[config.mk]
export PLATFORM = sky130hd
export DESIGN_NAME = ps2_rx_ctrl
export DESIGN_NICKNAME = d
export VERILOG_FILES = /design/src/rtl/ps2_pkg.sv /design/src/rtl/ps2_timeout_counter.sv /design/src/rtl/ps2_rx_ctrl.sv
export SDC_FILE = /design/constraint.sdc
export NUM_CORES = 1
export LEC_CHECK = 0
export ABC_AREA = 1
export CAP_MARGIN = 20
export CORE_UTILIZATION = 56
export CTS_CLUSTER_SIZE = 40
export DETAILED_ROUTE_END_ITERATION = 12
export PLACE_DENSITY_LB_ADDON = 0.2
export SLEW_MARGIN = 5
export SYNTH_ARGS = -nofsm -noshare
export SYNTH_HDL_FRONTEND = slang
export SYNTH_SLANG_ARGS = --single-unit
[constraint.sdc]
create_clock -name clk_i -period 1.5 [get_ports clk_i]
set_input_delay 0.3 -clock clk_i [delete_from_list [all_inputs] [get_ports clk_i]]
set_output_delay 0.3 -clock clk_i [all_outputs]
set_load 0.02 [all_outputs]
[src/rtl/ps2_pkg.sv]
// PS/2 receive controller shared types: FSM states, error codes, frame geometry.
// Latency: n/a (declarations only).
// Backpressure: n/a.
package ps2_pkg;

    typedef enum logic [1:0] {
        IDLE   = 2'd0,
        SHIFT  = 2'd1,
        PARITY = 2'd2,
        STOP   = 2'd3
    } ps2_state_t;

    localparam logic [1:0] ERR_NONE    = 2'b00;
    localparam logic [1:0] ERR_PARITY  = 2'b01;
    localparam logic [1:0] ERR_FRAME   = 2'b10;
    localparam logic [1:0] ERR_TIMEOUT = 2'b11;

    localparam int FRAME_DATA_BITS = 8;

endpackage

[src/rtl/ps2_timeout_counter.sv]
// Saturating silence counter; terminal count flags the last cycle before a frame times out.
// Latency: o_tc is a decode of the count register (0 cycles from the count).
// Backpressure: none; clear has priority over enable.
module ps2_timeout_counter #(
    parameter int TIMEOUT_CYCLES = 5000
) (
    input  logic i_clk,
    input  logic i_rst,
    input  logic i_clear,
    input  logic i_enable,
    output logic o_tc
);

    localparam int CW = $clog2(TIMEOUT_CYCLES + 1);
    // Count reaches TIMEOUT_CYCLES-1 in the cycle whose closing edge completes
    // TIMEOUT_CYCLES silent cycles after the clearing pulse edge.
    localparam logic [CW-1:0] TC_VAL  = CW'(TIMEOUT_CYCLES - 1);
    localparam logic [CW-1:0] SAT_VAL = CW'(TIMEOUT_CYCLES);

    logic [CW-1:0] r_cnt;

    // Count silent cycles, holding at the saturation value.
    always_ff @(posedge i_clk) begin
        if (i_rst || i_clear) begin
            r_cnt <= '0;
        end else if (i_enable && (r_cnt != SAT_VAL)) begin
            r_cnt <= r_cnt + CW'(1);
        end
    end

    assign o_tc = (r_cnt == TC_VAL);

endmodule

[src/rtl/ps2_rx_ctrl.sv]
// PS/2 device-to-host frame receiver: start, 8 data LSB-first, odd parity, stop, with silence timeout.
// Latency: byte/strobes/error code registered 1 cycle after the stop-bit (or timeout) cycle.
// Backpressure: none; each received byte is a one-cycle strobe and must be taken immediately.
module ps2_rx_ctrl
    import ps2_pkg::*;
#(
    parameter int TIMEOUT_CYCLES = 5000
) (
    input  logic       clk_i,
    input  logic       reset_i,
    input  logic       pulse_i,
    input  logic       data_i,
    output logic [7:0] byte_o,
    output logic       valid_o,
    output logic       err_o,
    output logic [1:0] err_code_o,
    output logic       busy_o
);

    localparam logic [2:0] LAST_BIT = 3'(FRAME_DATA_BITS - 1);

    ps2_state_t r_state;
    ps2_state_t w_state_nxt;

    logic [7:0] r_shift;
    logic [2:0] r_bit_cnt;
    logic       r_parity_ok;
    logic [7:0] r_byte;
    logic       r_valid;
    logic       r_err;
    logic [1:0] r_err_code;

    logic       w_busy;
    logic       w_tc;
    logic       w_timeout;
    logic       w_load;
    logic       w_err_set;
    logic [1:0] w_code_nxt;

    assign w_busy = (r_state != IDLE);
    // A pulse on the terminal-count cycle keeps the frame alive.
    assign w_timeout = w_busy && w_tc && !pulse_i;

    ps2_timeout_counter #(
        .TIMEOUT_CYCLES(TIMEOUT_CYCLES)
    ) u_timeout (
        .i_clk    (clk_i),
        .i_rst    (reset_i),
        .i_clear  (pulse_i || !w_busy),
        .i_enable (w_busy),
        .o_tc     (w_tc)
    );

    // State register.
    always_ff @(posedge clk_i) begin
        if (reset_i) begin
            r_state <= IDLE;
        end else begin
            r_state <= w_state_nxt;
        end
    end

    // Next-state decode: advance on pulses, abandon the frame on timeout.
    always_comb begin
        w_state_nxt = r_state;
        case (r_state)
            IDLE: begin
                if (pulse_i && !data_i) w_state_nxt = SHIFT;
            end
            SHIFT: begin
                if (w_timeout)                             w_state_nxt = IDLE;
                else if (pulse_i && (r_bit_cnt == LAST_BIT)) w_state_nxt = PARITY;
            end
            PARITY: begin
                if (w_timeout)    w_state_nxt = IDLE;
                else if (pulse_i) w_state_nxt = STOP;
            end
            STOP: begin
                if (w_timeout || pulse_i) w_state_nxt = IDLE;
            end
            default: w_state_nxt = IDLE;
        endcase
    end

    // Output decode: frame verdict at the stop bit; framing beats parity.
    always_comb begin
        w_load     = 1'b0;
        w_err_set  = 1'b0;
        w_code_nxt = r_err_code;
        if ((r_state == STOP) && pulse_i) begin
            if (!data_i) begin
                w_err_set  = 1'b1;
                w_code_nxt = ERR_FRAME;
            end else if (!r_parity_ok) begin
                w_err_set  = 1'b1;
                w_code_nxt = ERR_PARITY;
            end else begin
                w_load     = 1'b1;
                w_code_nxt = ERR_NONE;
            end
        end else if (w_timeout) begin
            w_err_set  = 1'b1;
            w_code_nxt = ERR_TIMEOUT;
        end
    end

    // Datapath: shift register, bit counter, parity latch and registered outputs.
    always_ff @(posedge clk_i) begin
        if (reset_i) begin
            r_shift     <= '0;
            r_bit_cnt   <= '0;
            r_parity_ok <= 1'b0;
            r_byte      <= '0;
            r_valid     <= 1'b0;
            r_err       <= 1'b0;
            r_err_code  <= ERR_NONE;
        end else begin
            r_valid    <= w_load;
            r_err      <= w_err_set;
            r_err_code <= w_code_nxt;
            if (w_load) r_byte <= r_shift;
            if ((r_state == IDLE) && pulse_i && !data_i) r_bit_cnt <= '0;
            if ((r_state == SHIFT) && pulse_i) begin
                r_shift   <= {data_i, r_shift[7:1]};
                r_bit_cnt <= r_bit_cnt + 3'd1;
            end
            // Odd parity: data bits plus parity bit must hold an odd count of ones.
            if ((r_state == PARITY) && pulse_i) r_parity_ok <= ^{r_shift, data_i};
        end
    end

    assign byte_o     = r_byte;
    assign valid_o    = r_valid;
    assign err_o      = r_err;
    assign err_code_o = r_err_code;
    assign busy_o     = w_busy;

endmodule

### After elaboration in Yosys (flattened, before gate mapping)

Cells that the tools add are included.

* flip-flop bits (word level): 39
* memories kept: 0
* output and inout bits: 13
* word-level logic and storage cells: 63
* ROM bits: 0
* memory bits (writable): 0
* bits in latches: 0
* bits of input ports: 4

* add/subtract/negate cells: 2
* magnitude comparators: 0
* bitwise logic cells: 0
* reduce and logical (&&, ||, !) cells: 22
* muxes and demuxes: 20
* divide/modulo/power cells: 0
* shift operators: 0
* $mul: 0
* eq/ne operators: 10

Operators with widths (number)
* 2-bit 2-to-1 mux: 9
* 13-bit by 1-bit adder with 13-bit output, second input constant: 1
* 13-bit == test, second input constant: 1
* 13-bit != test, second input constant: 1
* 1-bit logical AND: 10
* 9-bit parity: 1
* 1-bit 2-to-1 mux: 8
* 2-bit case mux with 4 select lines: 1
* 3-bit 2-to-1 mux: 2
* 3-bit != test, second input constant: 2
* 2-bit nonzero test: 3
* 2-bit == test, second input constant: 2
* 2-bit != test, second input constant: 2
* 4-bit AND reduction: 1
* 3-bit by 1-bit adder with 3-bit output, second input constant: 1
* 3-bit == test, second input constant: 1
* 1-bit logical NOT: 3
* 1-bit logical OR: 3
* 2-bit by 1-bit == test with 1-bit output, second input constant: 1
* 2-bit logical NOT: 1

### Logic depth before layout (Yosys ltp)

Gate-level depths: netlist of the first run.

* depth after elaboration: 6
* gate-level depth with buffers: 10

### Hierarchy

Synthesis of the first run repeated with hierarchy kept, for this count alone.

* cell total of the unflattened synthesis: 287
* area, all modules: 2003.2 um^2

Modules (own cells, without submodules)
* ps2_rx_ctrl: area each 1182.4 um^2, cells each 154, instances 1
* ps2_timeout_counter: area each 820.8 um^2, cells each 133, instances 1

### Worst setup path before layout of the first run

Ideal clock, no wire load.

* path kind: reg-to-reg
* from: reg u_timeout.r_cnt[0]
* to: reg r_state[0]
* stages on the path, launching flop included: 9
* required time: 1387 ps
* path slack: 133 ps
* period minus slack after synthesis: 1367 ps
* path buffers: 0
* arrival: 1254 ps
* library setup time: 113 ps
* path through: dfxtp_1 > ha_1 > o21ai_1 > nor2_1 > nand3_1 > a21oi_2 > nand2_1 > nor2_1 > nor2_1

* longest elaborated chain between the ends: 6
* elaborated cells on any way between the ends: 11
* those cells by class: eq/ne: 4; mux: 3; reduce/logical: 4

RTL lines
* start: declaration: line ps2_timeout_counter.sv:20 `logic [CW-1:0] r_cnt;`
* start signal: assignment: line ps2_timeout_counter.sv:27 `r_cnt <= r_cnt + CW'(1);`
* 13-bit == test (*): line ps2_timeout_counter.sv:31 `assign o_tc = (r_cnt == TC_VAL);`
* 1-bit logical AND (*) (2 in a row): line ps2_rx_ctrl.sv:42 `assign w_timeout = w_busy && w_tc && !pulse_i;`
* 1-bit logical OR: line ps2_rx_ctrl.sv:79 `if (w_timeout || pulse_i) w_state_nxt = IDLE;`
* 2-bit != test (no line)
* 4-bit AND reduction (no line)
* end signal: assignment: line ps2_rx_ctrl.sv:59 `r_state <= w_state_nxt;`
* end: declaration: line ps2_rx_ctrl.sv:22 `ps2_state_t r_state;`

Mark *: on every way between the ends. The rest lies on a longest branch, timed or not.
A chain may end at the register's enable or synchronous reset.

### Worst setup path in the final report of the first run

Ends and elaborated chain as after synthesis.

==> results of run 1 <==
## state kept, by name, indices dropped and copies added, names as in the netlist
name,flops
u_timeout.r_cnt,13
byte_o,8
r_shift,8
r_bit_cnt,3
err_code_o,2
r_state,2
err_o,1
r_parity_ok,1
valid_o,1
## Yosys cell counts, drive strengths merged
cell    count  area, µm²
nand2      57        224
a221oi      1       8.76
clkbuf      2       8.75
nor2       46        185
dfxtp      39        781
o21ai      23        115
nand3      13       65.1
a21oi      26        138
xor2        7       61.3
buf         4       36.3
a21o        1       7.51
nand4       2       25.0
ha          4       50.1
inv        26       97.6
o21a        1       7.51
xnor2       6       52.6
nor3        7       40.0
## stage by stage
stage          utilization  cell area [µm²]  power (µW)
2_1_floorplan            -             1900        1380
3_3_place_gp         0.706             2210        1480
3_5_place_dp         0.706             2210        1480
4_1_cts              0.718             2250        2000
5_1_grt              0.730             2280        2110
6_report             0.730             2280        2000
## layout by cell type, fill, tap and decap left out, drive strengths merged, types with 8 or more instances in the layout
master,instances
a21oi,26
buf,20
clkbuf,8
dfxtp,39
dlygate4sd2,12
inv,26
nand2,57
nand3,13
nor2,46
o21ai,23
## cell families after synthesis
family | share of synthesized area
AO/OA/AOI/OAI | 0.145
XOR/XNOR | 0.0598
adder cells (fa/ha/maj) | 0.0263
buffers and inverters | 0.0749
flip-flops | 0.410
AND/OR/NAND/NOR | 0.283
## final timing paths
kind,endpoint,slack (ps),cells past startpoint
worst max register to register,r_state[0],120,8
worst max-delay path,r_state[0],120,8
worst min register to register,r_bit_cnt[2],470,2
worst min-delay path,r_bit_cnt[2],470,2
## power by group
group	leakage, µW	switching, µW	internal, µW
clock network	0.0000293	348	183
registers	0.000316	31.9	1070
logic	0.000632	228	145
## layout make-up
type | count | area [µm²]
clock buffer | 7 | 45.0
clock inverter | 1 | 5.00
fill | 267 | 845
inverter | 26 | 100
multi-input combinational | 194 | 1000
sequential | 39 | 783
tap | 44 | 55.1
timing repair buffer | 36 | 290
## worst max-delay path: cells and delay by family (launching register included)
family / cells / cell delay, ps
adders and majority gates: 1 / 190
and+or+nand+nor: 5 / 490
DFF: 1 / 370
AOI/OAI and AO/OA: 2 / 240
## metal layers
metal | share of wire | GRT usage | vias up
li1 | - | - | 924
met1 | 0.51 | 0.335 | 766
met2 | 0.43 | 0.342 | 33
met3 | 0.045 | 0.0649 | 10
met4 | 0.020 | 0.106 | 0
met5 | 0 | 0 | -
## repair_timing
| item | in CTS | in global routing |
|---|---|---|
| pin swaps | 0 | 2 |
| hold buffers | 0 | 0 |
| endpoints found under the setup margin | 13 | 17 |
| hold endpoints to repair | 0 | 0 |
| gates resized for setup | 15 | 10 |
| setup buffers | 0 | 2 |
==> impl_metrics.tcl, run 1 <==
set metrics [dict create \
    fmax_mhz 722 \
    worstReg2RegStart "u_timeout.r_cnt[0]" \
    power-per-cell-area_nw_per_um2 878 \
    worst_slew_pin_slew_ps 274 \
    relSlewSlack 0.816 \
    drive_above_1_share 0.158 \
    syn2layout_area_growth_pct 20.0 \
    status "finished clean" \
    worstPathCellList "ha_2 -> o21ai_1 -> nor2_1 -> nand3_1 -> a21oi_2 -> nand2_1 -> nor2_1 -> nor2_1" \
    port_buffers 16 \
    grt_max_degree 17 \
    path_common_cell "nor2_1" \
    rsz0062_at_grt "false" \
    drv_slew 0 \
    syn-cell-area_um2 1900 \
    wirelength_um 3860 \
    vias 1733 \
    cp-end-kind "flop" \
    final_antenna_net_count 0 \
    crit_type "flop to flop" \
    dieArea_um2 3640 \
    final_cell_count_no_fill 347 \
    gp_congestion 0.896 \
    path_clk_slew_ps 110 \
    whs_ps 470 \
    insertion_delay_ps 350 \
    startpoint_type "flop" \
    finalHoldViolCount 0 \
    crit_path_max_incr_delay_ps 370 \
    wire_per_inst_um 11.1 \
    synth_nets 273 \
    grt.total_usage 0.240 \
    critPathArrivalTime_ps 1650 \
    nets 310 \
    htree_num_levels 2 \
    clk_path_buf_depth 2 \
    detail_route.vias_per_cell 4.99 \
    first_pass_iters 4 \
    cts-root-buf "clkbuf_4" \
    setup_tns_ps 0 \
    layout_min_cycle_time_ps 1380 \
    avgSynthCellArea_um2 7.18 \
    clock-sinks 39 \
    finalCritPeriodShare 0.923 \
    tritoncts "yes" \
    grt_overflow_total 0 \
    ios 17 \
    diodes 0 \
    grt_pass1_vias 1496 \
    die_x_um 60.3 \
    setup_violations 0 \
    p_leak_uw 0.000977 \
    ys_seq_area_frac 0.410 \
    path_max_fanout 3 \
    synth_cells 265 \
    initial_core_util 0.608 \
    fin_skew_ps 1.63 \
    synth_cell_type_count 28 \
    slowest_stage "dfxtp_2" \
    dp_slack_ps -137 \
    yosysWarnings 0 \
    place_inst 337 \
    finalWorstSetupSlack_ps 116 \
    crit_start "u_timeout.r_cnt[0]" \
    ys_ff_latch 39 \
    maxCapViolCount 0 \
    dp_hpwl_um 2820 \
    peakVddDrop_mv 0.546 \
    num_rows 20 \
    grt_pass1_wl_um 6390 \
    hold_start "r_bit_cnt[2]" \
    chipHeight_um 60.3 \
    antenna_found_initial 0 \
    critPathRequiredTime_ps 1760 \
    cts_made_buffers 5 \
    hold_path.class "flop to flop" \
    remaining_drc_errors 0 \
    core_um2 3130 \
    drt_iter0_drc 75 \
]
Note: power is estimated with default switching activity, not from simulation.
==> run 2, diff against run 1 <==
Settings changed: CORE_UTILIZATION 56 to 51.
Clock period 1.5 ns to 1.15 ns, I/O delays scaled along.
==> run 2 against run 1 <==
The flow now finishes with violations (setup timing). Cell count up 10%. Highest routed layer unchanged. Largest cell class unchanged. Global-route usage up 2.0 points. Worst hold slack better by 6.2 ps. Sequential share of layout area down 6.2 points. Utilization up 11 points. Clock skew up 4.0 ps. Critical endpoint unchanged.
==> impl_metrics.tcl, run 2 (synthesis gave the netlist of run 1 again) <==
set metrics [dict create \
    drive_above_1_share 0.457 \
    finalHoldViolCount 0 \
    grt_max_degree 22 \
    diodes 0 \
    antenna_found_initial 0 \
    worstReg2RegEnd "r_state[0]" \
    core_um2 3440 \
    wire_per_inst_um 15.4 \
    rsz0062_at_grt "true" \
    largest_register_ffs 13 \
    insertion_delay_ps 300 \
    clk_path_buf_depth 2 \
    remaining_drc_errors 0 \
    gp_congestion 0.854 \
    drt_iter0_drc 178 \
    total_power_uw 3230 \
    nets 344 \
    path_clk_slew_ps 80 \
    hold_path.class "flop to flop" \
    tritoncts "yes" \
    final_common_cell "nand2_1" \
    mostFrequentLayoutCells "nand2_1, buf_4, nor2_1, dfxtp_1, a21oi_1" \
    chipHeight_um 63.1 \
    initial_core_util 0.553 \
    status "finished with violations" \
    finalCritPeriodShare 1.28 \
    fmax_mhz 679 \
    syn2layout_area_growth_pct 52.1 \
    worstReg2RegStart "u_timeout.r_cnt[1]" \
    clock-sinks 39 \
    hold_start "r_bit_cnt[1]" \
    rrSetupSlack_ps -320 \
    grt_pass1_vias 1802 \
    grt_pass1_wl_um 8090 \
    worst_r2r_path_depth 8 \
    crit_type "flop to flop" \
    dp_slack_ps -436 \
    worst_slew_pin_slew_ps 276 \
    drv_slew 0 \
    critPathRequiredTime_ps 1340 \
    startpoint_type "flop" \
    path_max_fanout 3 \
    regMostFlops "u_timeout.r_cnt" \
    nFillCells 195 \
    cp-end-kind "flop" \
    holdPathEnd "r_bit_cnt[1]" \
    grt_overflow_total 0 \
    htree_num_levels 2 \
    placed_area_um2 2430 \
    cts_hold_buf 0 \
    power-per-cell-area_nw_per_um2 1120 \
    cts-root-buf "clkbuf_8" \
    critPathArrivalTime_ps 1660 \
    layout_min_cycle_time_ps 1470 \
    num_rows 21 \
    vias 2081 \
    p_leak_uw 0.00119 \
    peakVddDrop_mv 1.05 \
    setup_violations 38 \
    register_area_um2 812 \
    wirelength_um 5900 \
    relSlewSlack 0.815 \
    die_x_um 63.1 \
    port_buffers 16 \
    final_antenna_net_count 0 \
    grt.total_usage 0.260 \
    ios 17 \
    final_area_um2 2890 \
    finalWorstSetupSlack_ps -323 \
    hold_path_depth 2 \
    first_pass_iters 5 \
    dp_hpwl_um 3130 \
    dieArea_um2 3980 \
    detail_route.vias_per_cell 5.43 \
    multi_input_area_um2 1220 \
    setup_tns_ps -6190 \
    cts_made_buffers 5 \
    maxCapViolCount 0 \
    fin_skew_ps 5.66 \
    violations "setup timing" \
]
run 2: cell type report:
cell class / instances / share of cell area
inverter: 26 / 0.0415
clock inverter: 3 / 0.00692
clock buffer: 5 / 0.0238
sequential: 39 / 0.281
tap: 46 / 0.0199
multi-input combinational: 194 / 0.421
timing repair buffer: 70 / 0.206
run 2: report_power, final:
| group | switching [µW] | internal (µW) | leakage (µW) |
|---|---|---|---|
| sequential | 59.2 | 1400 | 0.000324 |
| combinational | 452 | 397 | 0.000824 |
| clock | 508 | 422 | 0.0000402 |
| total | 1020 | 2220 | 0.00119 |
run 2: per-stage QoR:
stage	std cells	hold slack, ps	util
final	383	476	0.841
after global routing	383	493	0.841
after CTS	373	466	0.772
after detailed placement	362	455	0.707
after global placement	362	451	0.707
after floorplan	265	299	-
run 2: timing repair:
item	4_1_cts	5_1_grt
resized for setup	69	75
pin swaps	8	27
setup buffers	2	9
endpoints found under the setup margin	51	48
gates cloned	1	1
run 2: worst max-delay path by stage:
stage	endpoint	start	cells past startpoint	slack [ps]
2_1_floorplan	r_state[0]	u_timeout.r_cnt[0]	9	-130
6_report	r_state[0]	u_timeout.r_cnt[1]	8	-320
4_1_cts	r_state[0]	u_timeout.r_cnt[1]	9	-230
3_3_place_gp	r_shift[7]	pulse_i	5	-420
3_5_place_dp	r_shift[7]	pulse_i	5	-440
5_1_grt	r_state[0]	u_timeout.r_cnt[1]	8	-360
run 2: per-layer routing:
| metal | global-route usage | up-vias | share of wire |
|---|---|---|---|
| met3 | 0.0688 | 18 | 0.055 |
| li1 | - | 997 | - |
| met4 | 0.105 | 0 | 0.028 |
| met1 | 0.327 | 980 | 0.43 |
| met2 | 0.419 | 86 | 0.49 |
| met5 | 0 | - | 0 |
run 2: critical path, cell delays in order (launching register included):
cell and delay [ps]:
dfxtp_4 360, ha_4 150, o21ai_2 70, nor2_2 190
nand3_1 110, a21oi_2 190, nand2_1 100, nor2_1 120
nor2_1 60
